<file path="src/rtl/aes_arb_pkg.sv">
// Shared types and constants for the AES engine arbiter.
// A source id tags every block so the engine's in-order results can be steered back.
package aes_arb_pkg;

  typedef logic src_id_t;

  localparam src_id_t SRC_REQ0 = 1'b0;
  localparam src_id_t SRC_REQ1 = 1'b1;
  localparam int      N_REQ    = 2;

  // Width of a counter that must hold 0..max_out inclusive.
  function automatic int cnt_w(input int max_out);
    return $clog2(max_out) + 1;
  endfunction

endpackage

</file>
<file path="src/rtl/aes_core_arbiter_if.sv">
// AXI-Stream style block channel used for requester, engine and result ports.
interface aes_core_arbiter_if #(
  parameter int DATA_W = 128
);

  logic [DATA_W-1:0] tdata;
  logic              tvalid;
  logic              tready;

  modport master (
    output tdata,
    output tvalid,
    input  tready
  );

  modport slave (
    input  tdata,
    input  tvalid,
    output tready
  );

endinterface

</file>
<file path="src/rtl/aes_core_arbiter_tag_fifo.sv">
// Small synchronous FIFO holding the source tag of each block inside the engine.
// Push while full is accepted only when a pop happens in the same cycle.
module tag_fifo #(
  parameter int WIDTH = 1,
  parameter int DEPTH = 4
) (
  input  logic             clk,
  input  logic             rst,
  input  logic             push,
  input  logic [WIDTH-1:0] din,
  input  logic             pop,
  output logic [WIDTH-1:0] head,
  output logic             empty,
  output logic             full
);

  localparam int AW = $clog2(DEPTH);

  logic [WIDTH-1:0] mem [DEPTH];
  logic [AW:0]      wr_ptr;
  logic [AW:0]      rd_ptr;
  logic             push_ok;
  logic             pop_ok;

  assign empty   = (wr_ptr == rd_ptr);
  assign full    = (wr_ptr[AW] != rd_ptr[AW]) && (wr_ptr[AW-1:0] == rd_ptr[AW-1:0]);
  assign pop_ok  = pop && !empty;
  assign push_ok = push && (!full || pop_ok);
  assign head    = mem[rd_ptr[AW-1:0]];

  always_ff @(posedge clk or posedge rst) begin
    if (rst) begin
      wr_ptr <= '0;
      rd_ptr <= '0;
    end else begin
      if (push_ok) wr_ptr <= wr_ptr + 1'b1;
      if (pop_ok)  rd_ptr <= rd_ptr + 1'b1;
    end
  end

  // Storage needs no reset: entries are only read between push and pop.
  always_ff @(posedge clk) begin
    if (push_ok) mem[wr_ptr[AW-1:0]] <= din;
  end

endmodule

</file>
<file path="src/rtl/aes_core_arbiter.sv">
// Round-robin sharing of one in-order AES engine between two block requesters.
// Results are steered back by the source tag recorded when each block entered the engine.
module aes_core_arbiter
  import aes_arb_pkg::*;
#(
  parameter int DATA_W  = 128,
  parameter int MAX_OUT = 4
) (
  input  logic                        clk,
  input  logic                        rst,
  input  logic                        en,
  aes_core_arbiter_if.slave           s0,
  aes_core_arbiter_if.slave           s1,
  aes_core_arbiter_if.master          m_core,
  aes_core_arbiter_if.slave           s_core,
  aes_core_arbiter_if.master          m0,
  aes_core_arbiter_if.master          m1,
  output logic [cnt_w(MAX_OUT)-1:0]   outstanding,
  output logic                        err_orphan
);

  localparam int OW = cnt_w(MAX_OUT);

  logic              core_v;
  logic [DATA_W-1:0] core_d;
  src_id_t           core_src;
  src_id_t           rr;

  logic              slot_free;
  logic              can_grant;
  logic              grant0;
  logic              grant1;
  logic              grant;
  logic              core_hs;
  logic              deliver;
  logic              fifo_empty;
  logic              fifo_full;
  src_id_t           head;

  assign slot_free = !core_v || m_core.tready;
  assign can_grant = !rst && en && slot_free && !fifo_full &&
                     (outstanding < OW'(MAX_OUT));

  // Each ready looks only at the other requester's valid, never its own.
  assign s0.tready = can_grant && (!s1.tvalid || rr == SRC_REQ0);
  assign s1.tready = can_grant && (!s0.tvalid || rr == SRC_REQ1);

  assign grant0  = s0.tvalid && s0.tready;
  assign grant1  = s1.tvalid && s1.tready;
  assign grant   = grant0 || grant1;
  assign core_hs = core_v && m_core.tready;

  assign m_core.tvalid = core_v;
  assign m_core.tdata  = core_d;

  always_ff @(posedge clk or posedge rst) begin
    if (rst) begin
      core_v   <= 1'b0;
      core_d   <= '0;
      core_src <= SRC_REQ0;
      rr       <= SRC_REQ0;
    end else if (grant) begin
      core_v   <= 1'b1;
      core_d   <= grant1 ? s1.tdata : s0.tdata;
      core_src <= grant1 ? SRC_REQ1 : SRC_REQ0;
      rr       <= grant1 ? SRC_REQ0 : SRC_REQ1;
    end else if (core_hs) begin
      core_v <= 1'b0;
    end
  end

  tag_fifo #(
    .WIDTH (1),
    .DEPTH (MAX_OUT)
  ) u_tag_fifo (
    .clk   (clk),
    .rst   (rst),
    .push  (core_hs),
    .din   (core_src),
    .pop   (deliver),
    .head  (head),
    .empty (fifo_empty),
    .full  (fifo_full)
  );

  // With no tag waiting, a result has no owner: accept it so it is dropped.
  assign s_core.tready = !rst &&
                         (fifo_empty || (head == SRC_REQ1 ? m1.tready : m0.tready));
  assign deliver       = s_core.tvalid && s_core.tready && !fifo_empty;

  assign m0.tvalid = !rst && s_core.tvalid && !fifo_empty && (head == SRC_REQ0);
  assign m1.tvalid = !rst && s_core.tvalid && !fifo_empty && (head == SRC_REQ1);
  assign m0.tdata  = rst ? '0 : s_core.tdata;
  assign m1.tdata  = rst ? '0 : s_core.tdata;

  always_ff @(posedge clk or posedge rst) begin
    if (rst) begin
      outstanding <= '0;
    end else begin
      case ({grant, deliver})
        2'b10:   outstanding <= outstanding + OW'(1);
        2'b01:   outstanding <= outstanding - OW'(1);
        default: outstanding <= outstanding;
      endcase
    end
  end

  always_ff @(posedge clk or posedge rst) begin
    if (rst) err_orphan <= 1'b0;
    else if (s_core.tvalid && fifo_empty) err_orphan <= 1'b1;
  end

endmodule

</file>
<file path="src/flat_wrapper.sv">
// flat-port wrapper written by rule: the top's interface ports become plain ports
module aes_core_arbiter_flat import aes_arb_pkg::*;
#(
  parameter int DATA_W  = 128,
  parameter int MAX_OUT = 4
)
  (clk, rst, en, outstanding, err_orphan, s0_tdata, s0_tvalid, s0_tready, s1_tdata, s1_tvalid, s1_tready, m_core_tdata, m_core_tvalid, m_core_tready, s_core_tdata, s_core_tvalid, s_core_tready, m0_tdata, m0_tvalid, m0_tready, m1_tdata, m1_tvalid, m1_tready);
  aes_core_arbiter_if #(.DATA_W(DATA_W)) s0_i ();
  aes_core_arbiter_if #(.DATA_W(DATA_W)) s1_i ();
  aes_core_arbiter_if #(.DATA_W(DATA_W)) m_core_i ();
  aes_core_arbiter_if #(.DATA_W(DATA_W)) s_core_i ();
  aes_core_arbiter_if #(.DATA_W(DATA_W)) m0_i ();
  aes_core_arbiter_if #(.DATA_W(DATA_W)) m1_i ();
  input  logic clk;
  input  logic rst;
  input  logic en;
  output logic [cnt_w(MAX_OUT)-1:0] outstanding;
  output logic err_orphan;
  input wire logic [$bits(s0_i.tdata)-1:0] s0_tdata;
  input wire logic [$bits(s0_i.tvalid)-1:0] s0_tvalid;
  output wire logic [$bits(s0_i.tready)-1:0] s0_tready;
  input wire logic [$bits(s1_i.tdata)-1:0] s1_tdata;
  input wire logic [$bits(s1_i.tvalid)-1:0] s1_tvalid;
  output wire logic [$bits(s1_i.tready)-1:0] s1_tready;
  output wire logic [$bits(m_core_i.tdata)-1:0] m_core_tdata;
  output wire logic [$bits(m_core_i.tvalid)-1:0] m_core_tvalid;
  input wire logic [$bits(m_core_i.tready)-1:0] m_core_tready;
  input wire logic [$bits(s_core_i.tdata)-1:0] s_core_tdata;
  input wire logic [$bits(s_core_i.tvalid)-1:0] s_core_tvalid;
  output wire logic [$bits(s_core_i.tready)-1:0] s_core_tready;
  output wire logic [$bits(m0_i.tdata)-1:0] m0_tdata;
  output wire logic [$bits(m0_i.tvalid)-1:0] m0_tvalid;
  input wire logic [$bits(m0_i.tready)-1:0] m0_tready;
  output wire logic [$bits(m1_i.tdata)-1:0] m1_tdata;
  output wire logic [$bits(m1_i.tvalid)-1:0] m1_tvalid;
  input wire logic [$bits(m1_i.tready)-1:0] m1_tready;
  assign s0_i.tdata = s0_tdata;
  assign s0_i.tvalid = s0_tvalid;
  assign s0_tready = s0_i.tready;
  assign s1_i.tdata = s1_tdata;
  assign s1_i.tvalid = s1_tvalid;
  assign s1_tready = s1_i.tready;
  assign m_core_tdata = m_core_i.tdata;
  assign m_core_tvalid = m_core_i.tvalid;
  assign m_core_i.tready = m_core_tready;
  assign s_core_i.tdata = s_core_tdata;
  assign s_core_i.tvalid = s_core_tvalid;
  assign s_core_tready = s_core_i.tready;
  assign m0_tdata = m0_i.tdata;
  assign m0_tvalid = m0_i.tvalid;
  assign m0_i.tready = m0_tready;
  assign m1_tdata = m1_i.tdata;
  assign m1_tvalid = m1_i.tvalid;
  assign m1_i.tready = m1_tready;
  aes_core_arbiter #(.DATA_W(DATA_W), .MAX_OUT(MAX_OUT)) u_core (.clk(clk), .rst(rst), .en(en), .s0(s0_i), .s1(s1_i), .m_core(m_core_i), .s_core(s_core_i), .m0(m0_i), .m1(m1_i), .outstanding(outstanding), .err_orphan(err_orphan));
endmodule
</file>
<file path="config.mk">
export PLATFORM = sky130hd
export DESIGN_NAME = aes_core_arbiter_flat
export DESIGN_NICKNAME = d
export VERILOG_FILES = /design/src/rtl/aes_arb_pkg.sv /design/src/rtl/aes_core_arbiter_if.sv /design/src/rtl/aes_core_arbiter_tag_fifo.sv /design/src/rtl/aes_core_arbiter.sv /design/src/flat_wrapper.sv
export SDC_FILE = /design/constraint.sdc
export NUM_CORES = 1
export LEC_CHECK = 0
export CORE_AREA = 10 10 302 304
export DETAILED_ROUTE_END_ITERATION = 10
export DIE_AREA = 0 0 312 314
export PLACE_DENSITY_LB_ADDON = 0.1
export RECOVER_POWER = 50
export SLEW_MARGIN = 20
export SYNTH_ARGS = -nofsm -noshare
export SYNTH_HDL_FRONTEND = slang
export SYNTH_SLANG_ARGS = --single-unit
export TNS_END_PERCENT = 20
</file>
<file path="constraint.sdc">
create_clock -name clk -period 12.9 [get_ports clk]
set_clock_uncertainty 0.2 [all_clocks]
set_input_delay 3.87 -clock clk [delete_from_list [all_inputs] [get_ports clk]]
set_output_delay 3.87 -clock clk [all_outputs]
set_load 0.005 [all_outputs]
</file>
==> results_dict.tcl, run 1 <==
set metrics [dict create \
    result_of_the_run "finished with violations" \
    failed_checks "capacitance limit, slew limit" \
    filler_cell_count 9407 \
    hpwl_um 53500 \
    ys_ff_latch 145 \
    layout-area-overhead-vs-synth_pct 102 \
    netlist_top_cells_area "dfrtp_1 42%, a221o_1 14%, buf_4 11%, nor2b_1 9.4%, and3_1 8.8%" \
    syn_area_per_cell_sq_um 10.3 \
    hold-path-cell-count 1 \
    drt-vias-per-instance 3.57 \
    cts_repair_resize_count 0 \
    routabilityCongestion 0.886 \
    detail_route.wl_per_cell_um 25.8 \
    cts_buffer_depth 2 \
    cellPowerDensity_nw_per_um2 150 \
    place.port_buffers 786 \
    dpl_cell_area_sq_um 16500 \
    ys_async_sr_fraction 0.972 \
    setup_total_negative_slack_ns 0 \
    antenna_violating_nets_post_route 0 \
    worst-endpoint-required_ns 8.83 \
    final_core_utilization 0.202 \
    yosys.cell_count.top_type "dfrtp_1" \
    syn-cell-area_sq_um 8490 \
    die_h_um 314 \
    drive_gt1_frac 0.0304 \
    critPathArrivalTime_ns 6.59 \
    synth.top_cell.area_share 0.416 \
    critPathBufInv 2 \
    muxShareOfSynthArea 0.00811 \
    timing.max_slew.rel_slack -1.73 \
    grtUsageTotal 0.131 \
    post_cts_buffers 0 \
    finalHoldViolations 0 \
    fmaxAchievable_ghz 0.0938 \
    clk-insertion-delay-late_ns 0.47 \
    final_cell_area_sq_um 17200 \
    synth_top_flop_cell "dfrtp_1" \
    grt_pass1_wl_um 89800 \
    post-route-min-period_ns 10.66 \
    total_leakage_power_nw 6.98 \
    dr.first_iter.drc_count 427 \
    number_of_antenna_violations_at_the_first_check_in_global_routing 20 \
    cp_slowest_stage_delay_ns 0.65 \
    r2r.worst_path.cells 5 \
    synth-seq-area-share 0.430 \
    synth_top_cells_by_count "141 x dfrtp_1, 128 x buf_4, 128 x nor2b_1" \
    simple_gate_portion_of_the_synthesized_area 0.214 \
    finalSetupViolations 0 \
    use_met3 0.0596 \
    synth-compound-area-share 0.162 \
    initial_cell_density_of_the_core 0.100 \
    synth_fp_nets 1221 \
    start_kind "input port" \
    grt_most_used_layer "met2" \
    clock_edge_transition_at_the_registers_on_the_reported_setup_and_hold_paths_ns 0.06 \
    first_global_vias 10400 \
    ios 787 \
    cts_hold_buffers 0 \
    hp-class "reg -> reg" \
    max-vdd-ir-drop_uv 71.2 \
    hold_slack_ns 0.291 \
    yosysUniqueCellTypes 42 \
    critical_path.max_fanout 13 \
    syn_inst 821 \
    remaining_drc_errors 0 \
    clock-root-buffer "clkbuf_16" \
    cts_sinks 145 \
    drtPass1Iterations 4 \
    cts_made_buffers 17 \
    maxCapViolCount 3 \
    synthAdderAreaFrac 0.0112 \
    row_count 107 \
    worst_slew_pin_slew_ns 4.10 \
    num_vias 9270 \
    setup.worst_path.end_class "primary output" \
    synth_edf_count 4 \
    cp_top_family "buffers and inverters" \
    post-synth-top-area-cell "dfrtp_1" \
    cpMaxStageDelayCell "nor3b_1" \
    num-nets-final 1834 \
    synth_top_family_by_area "simple AND/OR/NAND/NOR gates" \
    grtUsageMet2 0.249 \
    core_sq_um 84900 \
    timing.final.crit_share 0.826 \
    die_width_um 312 \
    fp.dieArea_sq_um 98000 \
    synth_warnings 0 \
    grt_start_max_net_pins 83 \
    drt-total-wl_um 67100 \
    report.final.slew_viol_count 195 \
    post_synth_xor_area_fraction 0.0114 \
    worst-path-stages 5 \
    category_of_the_most_critical_setup_path "in -> out" \
    grt.met1_usage 0.123 \
    cts_tree "built" \
    global_route.overflow_total 0 \
    rsz0062_at_grt "no" \
    clock_tree.htree_level_count 4 \
    crit_path_cell_trace "dlygate4sd3_1 -> nor3b_1 -> nand2_1 -> a211oi_1 -> clkdlybuf4s50_1" \
]
==> sequential cells by signal (all words and copies together) (netlist names) <==
name and cells:
u_core.u_tag_fifo.mem 4, u_core.err_orphan 1, u_core.u_tag_fifo.wr_ptr 3, u_core.m_core.tdata 128, u_core.core_src 1, u_core.rr 1, u_core.outstanding 3, u_core.m_core.tvalid 1
u_core.u_tag_fifo.rd_ptr 3
==> path summary, 6_finish.rpt <==
check                                                   from                                      end  slack (ns)
max                                                       en                                s0_tready        2.24
max reg2reg                u_core.outstanding[2]$_DFFE_PP0P_      u_core.m_core.tdata[33]$_DFFE_PP0P_        6.36
min in group asynchronous                                rst  u_core.u_tag_fifo.wr_ptr[2]$_DFFE_PP0P_        3.67
max in group asynchronous                                rst      u_core.m_core.tdata[64]$_DFFE_PP0P_        4.39
min reg2reg                u_core.outstanding[0]$_DFFE_PP0P_        u_core.outstanding[0]$_DFFE_PP0P_        0.29
min                        u_core.outstanding[0]$_DFFE_PP0P_        u_core.outstanding[0]$_DFFE_PP0P_        0.29
==> cell families (layout without fill, tap and decap cells) <==
kind of cell | Yosys count | count (layout)
other | 0 | 8
flip-flops | 145 | 145
AND/OR/NAND/NOR | 294 | 294
multiplexers | 5 | 5
XOR/XNOR | 11 | 11
buffers and inverters | 210 | 834
AO/OA/AOI/OAI | 149 | 149
adder cells (fa/ha/maj) | 7 | 7
==> cell usage in the layout, fill, tap and decap left out, types with 3 or more instances in the layout <==
master	synthesis	final
buf_4	128	9
dfrtp_1	141	141
ha_1	6	6
clkbuf_16	0	18
clkdlybuf4s50_1	0	650
clkbuf_1	36	4
nor3_1	3	3
xnor2_1	3	3
nand3_1	12	12
and2_0	0	4
nor4_1	10	10
xor2_1	8	8
bufinv_16	0	5
edfxtp_1	4	4
o21ai_0	10	10
dlygate4sd3_1	0	135
diode_2	0	8
inv_1	8	7
nand2_1	6	6
and3_1	120	120
a31oi_1	10	10
nor2b_1	128	128
a221o_1	118	118
==> per-stage QoR <==
stage                     setup WS [ns]  std cells  total power [mW]
after CTS                          1.97       2589              2.73
final                              2.24       2597              2.58
after global routing               1.83       2590              2.75
after detailed placement           2.01       2559              2.12
after floorplan                    1.17        821              1.30
after global placement             1.89       2559              2.13
==> routing by layer <==
metal	up-vias	part of all wire
met2	534	0.54
met3	69	0.095
met4	6	0.025
met5	-	0.00055
li1	4126	-
met1	4535	0.34
==> power breakdown <==
group	switching, mW	total (mW)	internal (mW)
clock	0.224	0.582	0.358
combinational	0.546	1.20	0.655
sequential	0.128	0.793	0.665
==> layout make-up <==
cell class	instances	area [sq um]	share of cell area
sequential	145	3650	0.212
clock buffer	21	472	0.0274
multi-input combinational	466	3470	0.202
tap	1144	1430	0.0833
clock inverter	9	178	0.0103
timing repair buffer	796	7930	0.462
antenna	8	20.0	0.00116
inverter	8	35.0	0.00204
==> worst register-to-register path: stages (launching register included) <==
cell      delay [ns]
dfrtp_1         0.43
nor3b_1         0.65
and3_1          2.00
clkbuf_1        2.46
and3_1          0.59
a221o_1         0.14
(Power assumes the default switching activity.)
==> run 2, diff against run 1 <==
==> constraint.sdc (replaced) <==
create_clock -name clk -period 10.6 [get_ports clk]
set_clock_uncertainty 0.2 [all_clocks]
set_input_delay 3.18 -clock clk [delete_from_list [all_inputs] [get_ports clk]]
set_output_delay 3.18 -clock clk [all_outputs]
set_load 0.005 [all_outputs]
==> results_dict.tcl, run 2 (same netlist as run 1, synthesis figures left out) <==
set metrics [dict create \
    result_of_the_run "finished with violations" \
    failed_checks "capacitance limit, slew limit" \
    hp-class "reg -> reg" \
    report.final.slew_viol_count 240 \
    clock_power_share 0.220 \
    maxCapViolCount 4 \
    instances_no_fill 2607 \
    initial_cell_density_of_the_core 0.100 \
    final_core_utilization 0.203 \
    total_leakage_power_nw 7.00 \
    grt_start_max_net_pins 119 \
    start_kind "input port" \
    r2r.worst_path.cells 10 \
    worst_slew_pin_slew_ns 4.22 \
    cts_made_buffers 17 \
    power.share.combinational 0.470 \
    cts_hold_buffers 0 \
    startpoint_of_the_worst_hold_path "u_core.m_core.tdata[10]$_DFFE_PP0P_" \
    cts_tree "built" \
    drtPass1Iterations 4 \
    r2r_setup_slack_ns 4.95 \
    setup.worst_path.end_class "primary output" \
    first_global_vias 10300 \
    critPathBufInv 3 \
    fmaxAchievable_ghz 0.116 \
    critPathArrivalTime_ns 5.23 \
    final_common_cell "clkdlybuf4s50_1" \
    timing.final.crit_share 0.812 \
    final_cell_mix "650 x clkdlybuf4s50_1, 141 x dfrtp_1, 135 x dlygate4sd3_1" \
    post-route-min-period_ns 8.61 \
    routabilityCongestion 0.853 \
    num_vias 9346 \
    number_of_antenna_violations_at_the_first_check_in_global_routing 23 \
    cp_top_family "buffers and inverters" \
    routed-wl-met3_um 6890 \
    grt_pass1_wl_um 89200 \
    cpMaxStageDelayCell "dlygate4sd3_1" \
    clock-root-buffer "clkbuf_16" \
    hold-path-cell-count 1 \
    fp.dieArea_sq_um 98000 \
    setup_total_negative_slack_ns 0 \
    critical_path.max_fanout 13 \
    core_sq_um 84900 \
    worst-endpoint-required_ns 7.22 \
    drt-vias-per-instance 3.58 \
    filler_cell_count 9380 \
    placed_cell_count 2563 \
    clock_edge_transition_at_the_registers_on_the_reported_setup_and_hold_paths_ns 0.06 \
    crit-reg2reg-launch "u_core.u_tag_fifo.wr_ptr[1]$_DFFE_PP0P_" \
    swShare 0.349 \
    place.port_buffers 786 \
    row_count 107 \
    category_of_the_most_critical_setup_path "in -> out" \
    layout-area-overhead-vs-synth_pct 103 \
    cts_sinks 145 \
    cellPowerDensity_nw_per_um2 180 \
    ios 787 \
    p_seq_frac 0.310 \
    dr.first_iter.drc_count 462 \
    wl_met1_um 22000 \
    num-nets-final 1838 \
    p_int_mw 2.02 \
    cts_repair_resize_count 0 \
    rsz0062_at_grt "no" \
    crit_path_cell_trace "dlygate4sd3_1 -> nand2b_1 -> nand2_1 -> buf_4 -> a211oi_1 -> clkdlybuf4s50_1" \
    clk-insertion-delay-late_ns 0.48 \
    clock_tree.htree_level_count 4 \
    grtUsageTotal 0.131 \
    remaining_drc_errors 0 \
    detail_route.wl_per_cell_um 25.6 \
    cp_slowest_stage_delay_ns 0.59 \
    hpwl_um 53600 \
    antenna_violating_nets_post_route 0 \
    finalSetupViolations 0 \
    critical_path.reg2reg.endpoint "u_core.outstanding[2]$_DFFE_PP0P_" \
    hold_end "u_core.m_core.tdata[10]$_DFFE_PP0P_" \
    max-vdd-ir-drop_uv 93.3 \
    met2WireLength_um 36100 \
    global_route.overflow_total 0 \
    netSwitchingPower_mw 1.08 \
    top_layer_used "met5" \
    drt-total-wl_um 66900 \
    die_width_um 312 \
    max_ffs_per_register 128 \
    finalHoldViolations 0 \
    timing.max_slew.rel_slack -1.81 \
    post_cts_buffers 0 \
    drive_gt1_frac 0.0345 \
    die_h_um 314 \
    cts_buffer_depth 2 \
]
[run 2: cell types whose count changed in the layout (fill, tap and decap cells not counted)]
cell and change:
buf_12 +1, clkbuf_8 +4, diode_2 +4, inv_6 -1, bufinv_16 -2, clkinv_2 +1, buf_4 +2, clkinvlp_4 +1
[run 2: worst reg2reg max path, delay by kind of cell (launching register included)]
family / cells / cell delay [ns]
flops: 1 / 0.44
buf+inv: 2 / 2.50
compound gates: 1 / 0.25
simple gates: 2 / 0.79
fa+ha+maj: 2 / 0.89
xor+xnor: 3 / 0.52
[run 2: cell type report]
class	count	area, sq um	share of cell area
timing repair buffer	800	7970	0.463
inverter	8	35.0	0.00203
tap	1144	1430	0.0831
clock inverter	8	121	0.00704
sequential	145	3650	0.212
clock buffer	24	523	0.0304
multi-input combinational	466	3470	0.201
antenna	12	30.0	0.00174
[run 2: power groups by stage]
| stage | Clock [mW] | Combinational (mW) | Sequential, mW |
|---|---|---|---|
| after global routing | 0.737 | 1.59 | 0.999 |
| final | 0.684 | 1.46 | 0.963 |
| after global placement | 0 | 1.61 | 0.984 |
| after CTS | 0.723 | 1.60 | 0.981 |
| after floorplan | 0 | 0.608 | 0.975 |
| after detailed placement | 0 | 1.58 | 0.989 |
[run 2: worst max-delay path by stage]
stage                  start   endpoint  cells after the start
6_report       m_core_tready  s0_tready                      6
5_1_grt        m_core_tready  s0_tready                      6
2_1_floorplan            rst  m1_tvalid                      3
3_5_place_dp   m_core_tready  s0_tready                      6
3_3_place_gp   m_core_tready  s0_tready                      6
4_1_cts        m_core_tready  s0_tready                      6
[run 2: per-stage QoR]
stage               power [mW]  cell area [sq um]  hold slack, ns  worst slack (ns)
finish                    3.11              17200           0.304              1.99
global route              3.32              17200           0.322              1.78
CTS                       3.30              17200           0.316              1.94
detailed placement        2.57              16600           0.293              1.96
global placement          2.59              16600           0.296              1.96
floorplan                 1.58               8490           0.251             0.250
[run 2: layer usage]
metal | track usage | up-vias
li1 | - | 4133
met1 | 0.121 | 4563
met2 | 0.245 | 564
met3 | 0.0638 | 74
met4 | 0.0456 | 12
met5 | 0 | -
